`src/rtl/vga_timing_pkg.sv`:
```
// Shared timing constants for the 800x600@60 raster and the encoding of the
// per-frame game-update handshake FSM.
//   DEF_*           default porch/sync/active sizes and derived totals
//   upd_state_e     IDLE=0, REQ=1, DONE=2
//   in_window()     half-open range test [lo, hi) on full-width values
package vga_timing_pkg;

    localparam int DEF_H_ACTIVE = 800;
    localparam int DEF_H_FP     = 40;
    localparam int DEF_H_SYNC   = 128;
    localparam int DEF_H_BP     = 88;
    localparam int DEF_H_TOTAL  = DEF_H_ACTIVE + DEF_H_FP + DEF_H_SYNC + DEF_H_BP;

    localparam int DEF_V_ACTIVE = 600;
    localparam int DEF_V_FP     = 1;
    localparam int DEF_V_SYNC   = 4;
    localparam int DEF_V_BP     = 23;
    localparam int DEF_V_TOTAL  = DEF_V_ACTIVE + DEF_V_FP + DEF_V_SYNC + DEF_V_BP;

    localparam int DEF_HS_START = DEF_H_ACTIVE + DEF_H_FP;
    localparam int DEF_HS_END   = DEF_HS_START + DEF_H_SYNC;
    localparam int DEF_VS_START = DEF_V_ACTIVE + DEF_V_FP;
    localparam int DEF_VS_END   = DEF_VS_START + DEF_V_SYNC;

    typedef enum logic [1:0] {
        IDLE = 2'd0,
        REQ  = 2'd1,
        DONE = 2'd2
    } upd_state_e;

    function automatic logic in_window(input logic [31:0] v,
                                       input logic [31:0] lo,
                                       input logic [31:0] hi);
        return (v >= lo) && (v < hi);
    endfunction

endpackage

```
`src/rtl/pixel_tick_gen.sv`:
```
// Fractional clock-enable generator: tick rate = clk * TICK_NUM / TICK_DEN.
//   clk   in  system clock
//   rst   in  synchronous active-high reset (accumulator -> 0)
//   tick  out one-clk enable, high in the cycle where acc+TICK_NUM >= TICK_DEN
module pixel_tick_gen #(
    parameter int TICK_NUM = 2,
    parameter int TICK_DEN = 5
) (
    input  logic clk,
    input  logic rst,
    output logic tick
);

    // wide enough to hold acc + TICK_NUM without wrapping
    localparam int AW = $clog2(TICK_DEN + TICK_NUM + 1);

    logic [AW-1:0] acc;
    logic [AW-1:0] acc_sum;

    assign acc_sum = acc + AW'(TICK_NUM);
    assign tick    = (acc_sum >= AW'(TICK_DEN));

    always_ff @(posedge clk) begin
        if (rst)       acc <= '0;
        else if (tick) acc <= acc_sum - AW'(TICK_DEN);
        else           acc <= acc_sum;
    end

endmodule

```
`src/rtl/vga_frame_sequencer.sv`:
```
// Display timing owner for the game datapath. Derives the pixel tick, runs the
// raster, fetches colour from the renderer with a one-tick pipeline and
// schedules one game-state update per frame during vertical blank.
//   clk, rst      100 MHz clock, synchronous active-high reset
//   px_x, px_y    raster position being fetched; px_active when visible
//   px_rgb        renderer colour {r,g,b} for px_x/px_y
//   r, g, b       registered colour (0 in blanking); hs, vs aligned syncs
//   pclk_mirror   one-clk strobe, the cycle after r/g/b/hs/vs change
//   upd_req/ack   per-frame update handshake; upd_overrun sticky on timeout
//   frame_cnt     completed frames, wrapping
module vga_frame_sequencer
    import vga_timing_pkg::*;
#(
    parameter int   H_ACTIVE = DEF_H_ACTIVE,
    parameter int   H_FP     = DEF_H_FP,
    parameter int   H_SYNC   = DEF_H_SYNC,
    parameter int   H_BP     = DEF_H_BP,
    parameter int   V_ACTIVE = DEF_V_ACTIVE,
    parameter int   V_FP     = DEF_V_FP,
    parameter int   V_SYNC   = DEF_V_SYNC,
    parameter int   V_BP     = DEF_V_BP,
    parameter logic SYNC_POL = 1'b1,
    parameter int   TICK_NUM = 2,
    parameter int   TICK_DEN = 5
) (
    input  logic        clk,
    input  logic        rst,
    output logic [10:0] px_x,
    output logic [9:0]  px_y,
    output logic        px_active,
    input  logic [11:0] px_rgb,
    output logic [3:0]  r,
    output logic [3:0]  g,
    output logic [3:0]  b,
    output logic        hs,
    output logic        vs,
    output logic        pclk_mirror,
    output logic        upd_req,
    input  logic        upd_ack,
    output logic [15:0] frame_cnt,
    output logic        upd_overrun
);

    localparam int H_TOTAL  = H_ACTIVE + H_FP + H_SYNC + H_BP;
    localparam int V_TOTAL  = V_ACTIVE + V_FP + V_SYNC + V_BP;
    localparam int HS_START = H_ACTIVE + H_FP;
    localparam int HS_END   = HS_START + H_SYNC;
    localparam int VS_START = V_ACTIVE + V_FP;
    localparam int VS_END   = VS_START + V_SYNC;

    logic        tick;
    logic [31:0] x_w, y_w;
    logic        x_end, y_end, frame_wrap, vblank_start;
    logic        hs_nxt, vs_nxt;
    logic [1:0]  vld_pipe;
    upd_state_e  state, state_nxt;
    logic        set_overrun;

    pixel_tick_gen #(
        .TICK_NUM (TICK_NUM),
        .TICK_DEN (TICK_DEN)
    ) u_tick (
        .clk  (clk),
        .rst  (rst),
        .tick (tick)
    );

    // all position compares are done at 32 bits against the parameter sums
    assign x_w = 32'(px_x);
    assign y_w = 32'(px_y);

    assign x_end        = (x_w == 32'(H_TOTAL - 1));
    assign y_end        = (y_w == 32'(V_TOTAL - 1));
    assign frame_wrap   = tick && x_end && y_end;
    assign vblank_start = tick && (x_w == 32'd0) && (y_w == 32'(V_ACTIVE));

    assign px_active = (x_w < 32'(H_ACTIVE)) && (y_w < 32'(V_ACTIVE));
    assign hs_nxt    = in_window(x_w, 32'(HS_START), 32'(HS_END)) ? SYNC_POL : ~SYNC_POL;
    assign vs_nxt    = in_window(y_w, 32'(VS_START), 32'(VS_END)) ? SYNC_POL : ~SYNC_POL;

    // raster
    always_ff @(posedge clk) begin
        if (rst) begin
            px_x <= '0;
            px_y <= '0;
        end else if (tick) begin
            if (x_end) begin
                px_x <= '0;
                px_y <= y_end ? '0 : px_y + 10'd1;
            end else begin
                px_x <= px_x + 11'd1;
            end
        end
    end

    // one-tick output pipeline; the strobe trails the data by one clk so a
    // downstream sampler on its rising edge sees settled r/g/b/hs/vs
    always_ff @(posedge clk) begin
        if (rst) begin
            r        <= '0;
            g        <= '0;
            b        <= '0;
            hs       <= ~SYNC_POL;
            vs       <= ~SYNC_POL;
            vld_pipe <= '0;
        end else begin
            vld_pipe <= {vld_pipe[0], tick};
            if (tick) begin
                r  <= px_active ? px_rgb[11:8] : 4'd0;
                g  <= px_active ? px_rgb[7:4]  : 4'd0;
                b  <= px_active ? px_rgb[3:0]  : 4'd0;
                hs <= hs_nxt;
                vs <= vs_nxt;
            end
        end
    end

    assign pclk_mirror = vld_pipe[1];

    always_ff @(posedge clk) begin
        if (rst)             frame_cnt <= '0;
        else if (frame_wrap) frame_cnt <= frame_cnt + 16'd1;
    end

    // update handshake FSM
    always_ff @(posedge clk) begin
        if (rst) begin
            state       <= IDLE;
            upd_overrun <= 1'b0;
        end else begin
            state <= state_nxt;
            if (set_overrun) upd_overrun <= 1'b1;
        end
    end

    always_comb begin
        state_nxt   = state;
        set_overrun = 1'b0;
        case (state)
            IDLE: if (vblank_start) state_nxt = REQ;
            // ack takes priority over a coincident raster wrap
            REQ: begin
                if (upd_ack) begin
                    state_nxt = DONE;
                end else if (frame_wrap) begin
                    state_nxt   = IDLE;
                    set_overrun = 1'b1;
                end
            end
            DONE: if (frame_wrap) state_nxt = IDLE;
            default: state_nxt = IDLE;
        endcase
    end

    assign upd_req = (state == REQ);

endmodule
```
`config.mk`:
```
export PLATFORM = sky130hd
export DESIGN_NAME = vga_frame_sequencer
export DESIGN_NICKNAME = d
export VERILOG_FILES = /design/src/rtl/vga_timing_pkg.sv /design/src/rtl/pixel_tick_gen.sv /design/src/rtl/vga_frame_sequencer.sv
export SDC_FILE = /design/constraint.sdc
export NUM_CORES = 1
export LEC_CHECK = 0
export CELL_PAD_IN_SITES_DETAIL_PLACEMENT = 0
export CELL_PAD_IN_SITES_GLOBAL_PLACEMENT = 1
export CORE_UTILIZATION = 32
export CTS_BUF_LIST = sky130_fd_sc_hd__clkbuf_16
export CTS_CLUSTER_SIZE = 12
export DETAILED_ROUTE_END_ITERATION = 10
export HOLD_SLACK_MARGIN = 0.12
export MAX_ROUTING_LAYER = met4
export PLACE_DENSITY = 0.86
export SYNTH_ARGS = -nofsm -noshare
export SYNTH_HDL_FRONTEND = slang
export SYNTH_SLANG_ARGS = --single-unit
```
`constraint.sdc`:
```
create_clock -name clk -period 2.6 [get_ports clk]
set_input_delay 0.78 -clock clk [delete_from_list [all_inputs] [get_ports clk]]
set_output_delay 0.78 -clock clk [all_outputs]
set_load 0.005 [all_outputs]
```
# After elaboration in Yosys (flattened, before gate mapping)
# Index checks and enable logic that the tools add are counted.
[word_totals]
ff_bits = 59
input_bits = 15
[op_classes]
add_sub_neg = 5
order_cmp = 7
n_eq_ne = 6
mux = 15
n_reduce_logical = 10
[op_table]
columns = ["cell", "count"]
rows = [
  ["$logic_not 32->1", 1],
  ["$lt 11x10->1 const B", 2],
  ["$eq 10x10->1 const B", 2],
  ["$lt 10x10->1 const B", 2],
  ["$add 16x1->16 const B", 1],
  ["$mux 4", 3],
  ["$add 11x1->11 const B", 1],
  ["$eq 11x11->1 const B", 1],
  ["$ge 11x10->1 const B", 1],
  ["$mux 11", 1],
  ["$add 10x1->10 const B", 1],
  ["$ge 10x10->1 const B", 1],
  ["$mux 10", 1],
  ["$logic_and 1x1->1", 7],
  ["$mux 2", 3],
  ["$pmux 2 s3", 1],
  ["$mux 1", 5],
  ["$add 3x2->3 const B", 1],
  ["$ge 3x3->1 const B", 1],
  ["$mux 3", 1],
  ["$sub 3x3->3 const B", 1],
  ["$eq 2x1->1 const B", 1],
  ["$eq 2x2->1 const B", 1],
  ["$logic_not 2->1", 1],
  ["other kinds (2)", 2],
]

# Depth between registers and ports, before layout
# Gate-level depths: netlist (run 1).
[logic_depth]
word_depth = 7
mapped_depth = 8
depth_no_buf = 7

# By module
# Synthesis (run 1) repeated with hierarchy kept, for this count alone.
[unflattened]
hier_cells = 343
area_unflattened_um2 = 2922.8
[modules_own_cells]
columns = ["module", "n_inst", "cells_each", "area_per_inst_um2"]
rows = [
  ["vga_frame_sequencer", 1, 320, 2712.6],
  ["pixel_tick_gen", 1, 23, 210.2],
]

# Least setup slack after synthesis (run 1)
# Ideal clock, no wire load.
[synth_path]
kind = "register to register"
startpoint = "register px_x[6]"
endpoint = "register frame_cnt[9]"
setup_ps = 70
t_arrival_ps = 2389
path_slack_ps = 141
path_stages_with_launch = 7
path_buffers = 1
synth_period_minus_slack_ps = 2459
cell_sequence = "dfxtp_1 -> or4_4 -> or3_4 -> or4_4 -> buf_6 -> or4_1 -> a21oi_1"
[synth_between]
elab_chain_len = 3
[synth_lines]
columns = ["element", "line_no", "rtl"]
rows = [
  ["start: declaration", "vga_frame_sequencer.sv:28", "output logic [10:0] px_x,"],
  ["start signal: assignment", "vga_frame_sequencer.sv:91", "px_x <= px_x + 11'd1;"],
  ["$eq 11x11->1", "vga_frame_sequencer.sv:72", "assign x_end = (x_w == 32'(H_TOTAL - 1));"],
  ["$logic_and 1x1->1 (2 in a row)", "vga_frame_sequencer.sv:74", "assign frame_wrap = tick && x_end && y_end;"],
  ["end signal: assignment", "vga_frame_sequencer.sv:122", "else if (frame_wrap) frame_cnt <= frame_cnt + 16'd1;"],
  ["end: declaration", "vga_frame_sequencer.sv:40", "output logic [15:0] frame_cnt,"],
]
# No other way between the ends.
# A chain may end at the register's enable or synchronous reset.

# Worst setup path after layout (run 1)
[layout_path]
startpoint = "register px_x[8]"
endpoint = "register frame_cnt[11]"
# The elaborated chain is that of the path after synthesis.

==> results.yml, run 1 <==
placement:
  port_buffers: 69
  placed_cells: 510
  place.gp.congestion: 0.846
  dp_hpwl_microns: 5300
die:
  chipHeight_microns: 94.5
  rows: 33
  die-area_sq_um: 8920
  io_pins: 70
  core_area_sq_um: 8260
  dieWidth_microns: 94.5
  initial_core_util_pct: 33.1
yosys:
  synth_area_sq_um: 2740
  synth_flop_cell: "dfxtp_1"
  synth_nets: 354
  async_reset_ff_share_pct: 0
  synth_top_area_share_pct: 43.2
  syn_avg_cell_area_sq_um: 8.32
  synth_seq_area_share_pct: 43.2
  synth_cell_types: 39
  synth_edf_count: 0
  yosys_register_bits: 59
  yosys.area.top_type: "dfxtp_1"
  ys_top_cells_by_area: "dfxtp_1 43%, a21oi_1 5.5%, nor2_1 5.3%"
  yosysWarningCount: 0
  syn_inst: 329
critical_path:
  max_stage_delay_ps: 530
  path_cells: "or4_4, or3_4, or4_4, or4_1, a21oi_1"
  crit_type: "reg -> reg"
  required_ps: 2860
  crit_path_start_kind: "flip-flop"
  worstPathArrival_ps: 2750
  critPathSlowestCell: "or4_4"
  cp_max_fo: 14
  critPathMostFrequentCell: "or4_4"
  path_delay_family: "simple AND/OR/NAND/NOR gates"
  endpoint_kind: "flip-flop"
  cp_num_buf_inv: 0
hold_path:
  hold_path_class: "reg -> reg"
timing:
  hold_viol_final: 0
  max_slew_margin_pct: 52.1
  setup_viol: 0
  finClkSkew_ps: 4.97
  fin_crit_sh_pct: 95.8
  fmax_ghz: 0.401
  rsz0062_at_grt: "no"
  slew_violations: 0
  worst_pin_slew_ps: 714
  fin_tns_setup_ps: 0
  min_period_ps: 2490
cts:
  post_cts_buffers: 0
  h-tree-depth: 3
  insertion_delay_ps: 330
  cts.sinks: 59
  path_clk_slew_ps: 50
  cts_root_buf: "clkbuf_16"
  cts_hold_buf: 0
  cts_made_buffers: 9
  cts_tree: "done"
  clockBufferDepth: 2
routing:
  drt_iter0_drc: 106
  drc: 0
  wl_per_cell_microns: 14.3
  drt-pass1-iter-count: 4
  vias: 2695
  wl_microns: 7500
  drtAntennaViolNets: 0
  vias_per_cell: 5.12
global_routing:
  overflow: 0
  grt_usage_pct: 17.6
  grt_pass1_wl_microns: 11800
  antenna_found_initial: 0
  grt_pass1_vias: 2431
  grt_max_degree: 27
power:
  powerDensity_nw_per_um2: 697
  power.total_mw: 2.79
  peakVddDrop_uv: 346
  p_comb_share_pct: 15.8
  swShare_pct: 24.1
  power_frac_clock_pct: 47.8
  leakage_nw: 1.45
  power_frac_seq_pct: 36.4
  p_switching_mw: 0.673
  internal_power_mw: 2.12
run_status:
  status: "finished, final reports clean"
cells_and_area:
  final_nets: 441
  drive_gt1_share_pct: 10.7
  fin_cells: 526
  diodes: 0
  fill_cells: 820
  syn_to_final_growth_pct: 46.5
run:
  max_cap_violations: 0
==> worst paths after layout <==
| kind | startpoint | end | slack (ps) | cells past startpoint |
|---|---|---|---|---|
| setup / recovery | px_x[8] | frame_cnt[11] | 110 | 5 |
| hold reg to reg | vld_pipe[0] | vld_pipe[1] | 450 | 1 |
| setup reg to reg | px_x[8] | frame_cnt[11] | 110 | 5 |
| hold / removal | vld_pipe[0] | vld_pipe[1] | 450 | 1 |
==> timing repair <==
action | 4_1_cts | 5_1_grt
gates cloned | 0 | 0
endpoints found under the setup margin | 1 | 2
pin swaps | 0 | 0
resized for setup | 1 | 2
==> cell usage in the layout, fill, tap and decap left out, types with 15 or more instances in the layout <==
master           instances
nand2_1                 33
nor2_1                  39
a21oi_1                 30
nand4_1                 16
clkdlybuf4s50_1         68
nand3_1                 26
buf_4                   23
dfxtp_1                 59
xor2_1                  15
==> stage by stage <==
stage / setup WS [ps] / util [%] / cell area, sq um / hold slack, ps
after floorplan: 141 / - / 2740 / 414
after global placement: 173 / 44.3 / 3660 / 418
after detailed placement: 124 / 44.3 / 3660 / 443
after CTS: 17.2 / 48.4 / 4000 / 456
after global routing: 18.0 / 48.6 / 4010 / 462
final: 108 / 48.6 / 4010 / 447
==> state kept, by name, summed over array words and instances (netlist names) <==
register     cells
hs               1
vld_pipe         2
vs               1
upd_overrun      1
px_x            11
u_tick.acc       3
state            2
frame_cnt       16
px_y            10
r                4
g                4
b                4
==> per-layer routing <==
metal / up-vias / share of wire [%] / global-route usage [%]
li1: 1326 / - / -
met1: 1289 / 48 / 22.5
met2: 64 / 48 / 27.2
met3: 16 / 3.2 / 3.22
met4: 0 / 1.5 / 7.70
met5: - / 0 / -
==> area by class of cell <==
type	instances	area [sq um]	area share (%)
Clock buffer	9	225	5.62
Clock inverter	7	108	2.68
Sequential cell	59	1180	29.5
Multi-Input combinational cell	243	1460	36.3
Inverter	11	41.3	1.03
Timing Repair Buffer	92	866	21.6
Tap cell	105	131	3.28
==> cells in the mapped netlist, types with 2 or more instances <==
master and number:
nor2_1 39, nand3_1 26, dfxtp_1 59, nor2b_1 2
xor2_1 15, ha_1 10, a21oi_1 30, and3_1 2
xnor2_1 12, or4_4 2, nor3_1 9, clkbuf_1 14
nor4_1 5, o21ai_0 4, or3_1 3, nand3b_1 3
o211ai_1 2, inv_1 11, nand4_1 16, or4_1 6
a211oi_1 2, o31ai_1 6, and4_1 2, nand2_1 33
and2_1 2
==> power by group through the flow <==
stage          clock [mW]  combinational [mW]  sequential, mW
2_1_floorplan           0               0.236            1.03
3_3_place_gp            0               0.423            1.03
3_5_place_dp            0               0.427            1.04
4_1_cts              1.36               0.431            1.02
5_1_grt              1.40               0.482            1.02
6_report             1.33               0.441            1.02
==> cell families (layout without fill, tap and decap cells) <==
kind of cell | Yosys count | after routing | synth area share, %
compound gates | 48 | 48 | 9.92
mux | 2 | 2 | 0.777
flops | 59 | 59 | 43.2
fa+ha+maj | 10 | 10 | 4.57
simple gates | 156 | 156 | 28.9
xor+xnor | 27 | 27 | 8.64
buf+inv | 27 | 119 | 4.02
No activity file was read; power rests on OpenSTA's default activity.
==> run 2: changes to the inputs <==
--- a/config.mk
+++ b/config.mk
@@ -13,7 +13,7 @@
 export DETAILED_ROUTE_END_ITERATION = 10
 export HOLD_SLACK_MARGIN = 0.12
 export MAX_ROUTING_LAYER = met4
-export PLACE_DENSITY = 0.86
+export PLACE_DENSITY = 0.85
 export SYNTH_ARGS = -nofsm -noshare
 export SYNTH_HDL_FRONTEND = slang
 export SYNTH_SLANG_ARGS = --single-unit
==> results.yml, run 2 (synthesized netlist as in run 1, its figures left out) <==
die:
  chipHeight_microns: 94.5
  initial_core_util_pct: 33.1
  core_area_sq_um: 8260
  dieWidth_microns: 94.5
  rows: 33
  die-area_sq_um: 8920
  io_pins: 70
placement:
  port_buffers: 69
  placed_cells: 507
  dp_hpwl_microns: 5330
  place.gp.congestion: 0.868
timing:
  holdWs_ps: 430
  rsz0062_at_grt: "no"
  finClkSkew_ps: 6.88
  max_slew_margin_pct: 51.8
  fin_crit_sh_pct: 95.3
  setup_viol: 0
  min_period_ps: 2480
  fmax_ghz: 0.403
  hold_viol_final: 0
  worst_pin_slew_ps: 718
  slew_violations: 0
  fin_tns_setup_ps: 0
power:
  powerDensity_nw_per_um2: 649
  peakVddDrop_uv: 402
  leakage_nw: 1.40
cts:
  cts_made_buffers: 9
  cts.sinks: 59
  path_clk_slew_ps: 50
  h-tree-depth: 3
  clockBufferDepth: 2
  cts_hold_buf: 0
  cts_tree: "done"
  post_cts_resized: 2
  insertion_delay_ps: 320
  cts_root_buf: "clkbuf_16"
  post_cts_buffers: 0
routing:
  drt_iter0_drc: 163
  drc: 0
  vias_per_cell: 5.02
  drtAntennaViolNets: 0
  wl_per_cell_microns: 14.0
  wl_microns: 7320
  drt-pass1-iter-count: 4
  vias: 2622
cells_and_area:
  final_common_cell: "clkdlybuf4s50_1"
  regArea_sq_um: 1180
  largest_reg_flops: 16
  fill_cells: 831
  final_nets: 438
  diodes: 0
  drive_gt1_share_pct: 9.11
  fin_util_pct: 47.5
  multi_input_area_sq_um: 1450
  reg_top3: "frame_cnt x16, px_x x11, px_y x10"
  top_register: "frame_cnt"
  syn_to_final_growth_pct: 43.2
  fin_cells: 522
  layout_common_cells: "68 x clkdlybuf4s50_1, 59 x dfxtp_1, 39 x nor2_1"
critical_path:
  required_ps: 2850
  crit_type: "reg -> reg"
  path_cells: "or4_4, or3_4, or4_4, or4_1, a21oi_1"
  critPathMostFrequentCell: "or4_4"
  cp-startpoint: "px_x[8]"
  cp_max_fo: 14
  worstPathArrival_ps: 2730
  r2r_start: "px_x[8]"
  critPathSlowestCell: "or4_4"
  crit_path_start_kind: "flip-flop"
  max_stage_delay_ps: 530
  endpoint_kind: "flip-flop"
global_routing:
  antenna_found_initial: 0
  grt_usage_pct: 17.8
  grt_pass1_wl_microns: 11900
  grt_pass1_vias: 2433
  overflow: 0
  grt_max_degree: 37
hold_path:
  hp-start: "vld_pipe[0]"
  hold_path_class: "reg -> reg"
run:
  max_cap_violations: 0
run_status:
  status: "finished, final reports clean"
-- run 2: cell types whose count changed in the layout (fill, tap and decap cells not counted) --
cell	before	now
dlygate4sd2_1	0	1
bufinv_16	3	1
clkinv_2	2	1
inv_1	12	13
nand2b_4	1	0
buf_4	23	20
dlymetal6s2s_1	1	0
nand2b_1	0	1
clkinv_1	1	2
-- run 2: through the flow --
| stage | instance area (sq um) | total power, mW | worst slack, ps |
|---|---|---|---|
| floorplan | 2740 | 1.27 | 141 |
| global placement | 3640 | 1.45 | 168 |
| detailed placement | 3640 | 1.46 | 145 |
| CTS | 3920 | 2.58 | 127 |
| global route | 3920 | 2.66 | 15.3 |
| finish | 3920 | 2.54 | 121 |
-- run 2: where the power goes --
part	internal [mW]	switching, mW	total (mW)
Combinational	0.210	0.215	0.425
Sequential	0.977	0.0407	1.02
Clock	0.719	0.383	1.10
-- run 2: metal layers --
metal | GRT usage (%) | wire length (microns) | up-vias
li1 | - | - | 1321
met1 | 23.6 | 3560 | 1237
met2 | 26.8 | 3460 | 59
met3 | 4.19 | 242 | 5
met4 | 5.30 | 61 | 0
met5 | - | 0 | -
-- run 2: final cells by class --
class / count / area share [%]
clock inverter: 6 / 1.28
clock buffer: 9 / 5.75
inverter: 11 / 1.05
tap: 105 / 3.35
multi-input combinational: 243 / 37.0
timing repair buffer: 89 / 21.4
sequential: 59 / 30.1
-- run 2: final timing paths --
check / slack, ps / endpoint / cells after the start
max: 120 / frame_cnt[11] / 5
min: 430 / vld_pipe[1] / 1
max reg2reg: 120 / frame_cnt[11] / 5
min reg2reg: 430 / vld_pipe[1] / 1
-- run 2: critical path, delay by kind of cell (launching register included) --
family          cells  cell delay, ps
flops               1             350
simple gates        4            1920
compound gates      1             140
==> run 3: changes to the inputs <==
--- a/config.mk
+++ b/config.mk
@@ -7,13 +7,16 @@
 export LEC_CHECK = 0
 export CELL_PAD_IN_SITES_DETAIL_PLACEMENT = 0
 export CELL_PAD_IN_SITES_GLOBAL_PLACEMENT = 1
-export CORE_UTILIZATION = 32
+export CORE_MARGIN = 2
+export CORE_UTILIZATION = 39
 export CTS_BUF_LIST = sky130_fd_sc_hd__clkbuf_16
 export CTS_CLUSTER_SIZE = 12
 export DETAILED_ROUTE_END_ITERATION = 10
+export DONT_BUFFER_PORTS = 1
 export HOLD_SLACK_MARGIN = 0.12
 export MAX_ROUTING_LAYER = met4
-export PLACE_DENSITY = 0.85
+export PLACE_DENSITY = 0.81
+export RECOVER_POWER = 100
 export SYNTH_ARGS = -nofsm -noshare
 export SYNTH_HDL_FRONTEND = slang
 export SYNTH_SLANG_ARGS = --single-unit
==> results.yml, run 3 (synthesized netlist as in run 1, its figures left out) <==
timing:
  min_period_ps: 2550
  hold_viol_final: 0
  fin_ws_ps: 46.8
  fin_crit_sh_pct: 98.2
  max_slew_margin_pct: 52.1
  worst_pin_slew_ps: 718
  setup_viol: 0
  slew_violations: 0
  finClkSkew_ps: 3.91
  fmax_ghz: 0.392
critical_path:
  critPathMostFrequentCell: "or4_4"
  rr_endpoint: "frame_cnt[13]"
  reg2reg_depth: 5
  max_stage_delay_ps: 580
  endpoint_kind: "flip-flop"
  cp_max_fo: 7
  path_delay_family: "simple AND/OR/NAND/NOR gates"
  critPathSlowestCell: "or4_4"
  reg2reg_slack_ps: 50
  cp_num_buf_inv: 0
  worstPathArrival_ps: 2810
  crit_path_start_kind: "flip-flop"
  path_cells: "or4_4, or3_4, or4_4, or4_4, a21oi_1"
  r2r_start: "px_x[6]"
  required_ps: 2850
  crit_type: "reg -> reg"
cts:
  cts.sinks: 59
  clockBufferDepth: 2
  cts_hold_buf: 0
  cts_made_buffers: 9
  insertion_delay_ps: 320
  cts_root_buf: "clkbuf_16"
  path_clk_slew_ps: 50
  cts_tree: "done"
  h-tree-depth: 3
hold_path:
  holdPathStages: 1
  hp-start: "vld_pipe[0]"
  hold_path_class: "reg -> reg"
  min_to: "vld_pipe[1]"
die:
  io_pins: 70
  chipHeight_microns: 87.8
  die-area_sq_um: 7700
  initial_core_util_pct: 40.3
  core_area_sq_um: 6790
  rows: 30
  dieWidth_microns: 87.8
global_routing:
  grt_pass1_wl_microns: 10800
  overflow: 0
  grt_pass1_vias: 2181
  antenna_found_initial: 0
  grt_usage_pct: 18.5
  grt_max_degree: 44
run_status:
  status: "finished, final reports clean"
placement:
  port_buffers: 0
  pre_cts_ws_ps: 116
  dp_hpwl_microns: 4730
  place.gp.congestion: 0.785
cells_and_area:
  final_nets: 373
  diodes: 0
  reg_top3: "frame_cnt x16, px_x x11, px_y x10"
  syn_to_final_growth_pct: 18.1
  drive_gt1_share_pct: 8.50
  largest_reg_flops: 16
  layout_common_cells: "59 x dfxtp_1, 39 x nor2_1, 33 x nand2_1"
  final_common_cell: "dfxtp_1"
  top_register: "frame_cnt"
routing:
  drc: 0
  drt_iter0_drc: 105
  drtAntennaViolNets: 0
  wl_per_cell_microns: 15.4
  wl_microns: 6930
  vias: 2406
  drt-pass1-iter-count: 4
  vias_per_cell: 5.36
power:
  power.total_mw: 2.54
  leakage_nw: 1.12
  powerDensity_nw_per_um2: 785
  peakVddDrop_uv: 363
run:
  max_cap_violations: 0
==> run 3: worst max-delay path by stage <==
stage / slack (ps) / startpoint / cells after the start / to
after floorplan: 140 / px_x[6] / 6 / frame_cnt[9]
after global placement: 170 / px_x[6] / 5 / frame_cnt[15]
after detailed placement: 120 / u_tick.acc[1] / 7 / frame_cnt[15]
after CTS: 100 / u_tick.acc[1] / 7 / frame_cnt[15]
after global routing: -1 / px_x[6] / 5 / frame_cnt[13]
final: 50 / px_x[6] / 5 / frame_cnt[13]
==> run 3: per-layer routing <==
| metal | track usage [%] | part of all wire (%) |
|---|---|---|
| met1 | 23.0 | 45 |
| met2 | 27.7 | 46 |
| met3 | 7.26 | 7.5 |
| met4 | 5.87 | 1.1 |
| met5 | - | 0 |
==> run 3: metrics by stage <==
step	hold WS, ps	instance area [sq um]	cells	util, %	TNS, ps
after floorplan	414	2740	329	-	0
after detailed placement	428	2950	430	43.4	0
final	435	3230	449	47.6	0
after global placement	425	2950	430	43.4	0
after global routing	460	3230	449	47.6	-1.47
after CTS	440	3250	446	47.9	0
==> run 3: final cells by class <==
class / count / area [sq um]
Clock buffer: 9 / 225
Tap cell: 96 / 120
Sequential cell: 59 / 1180
Multi-Input combinational cell: 244 / 1470
Fill cell: 666 / 3560
Clock inverter: 7 / 83.8
Timing Repair Buffer: 23 / 113
Inverter: 11 / 41.3
==> run 3: report_power, final <==
part / total, mW / leakage (nW) / switching (mW) / internal [mW]
clock: 1.22 / 0.152 / 0.397 / 0.825
combinational: 0.282 / 0.489 / 0.175 / 0.108
sequential: 1.03 / 0.477 / 0.0549 / 0.977
==> run 3: repair_timing <==
| action | in CTS | in global routing |
|---|---|---|
| hold endpoints to repair | 0 | 0 |
| buffers inserted | 0 | 2 |
| endpoints found under the setup margin | 0 | 3 |
| gates resized for setup | 0 | 5 |
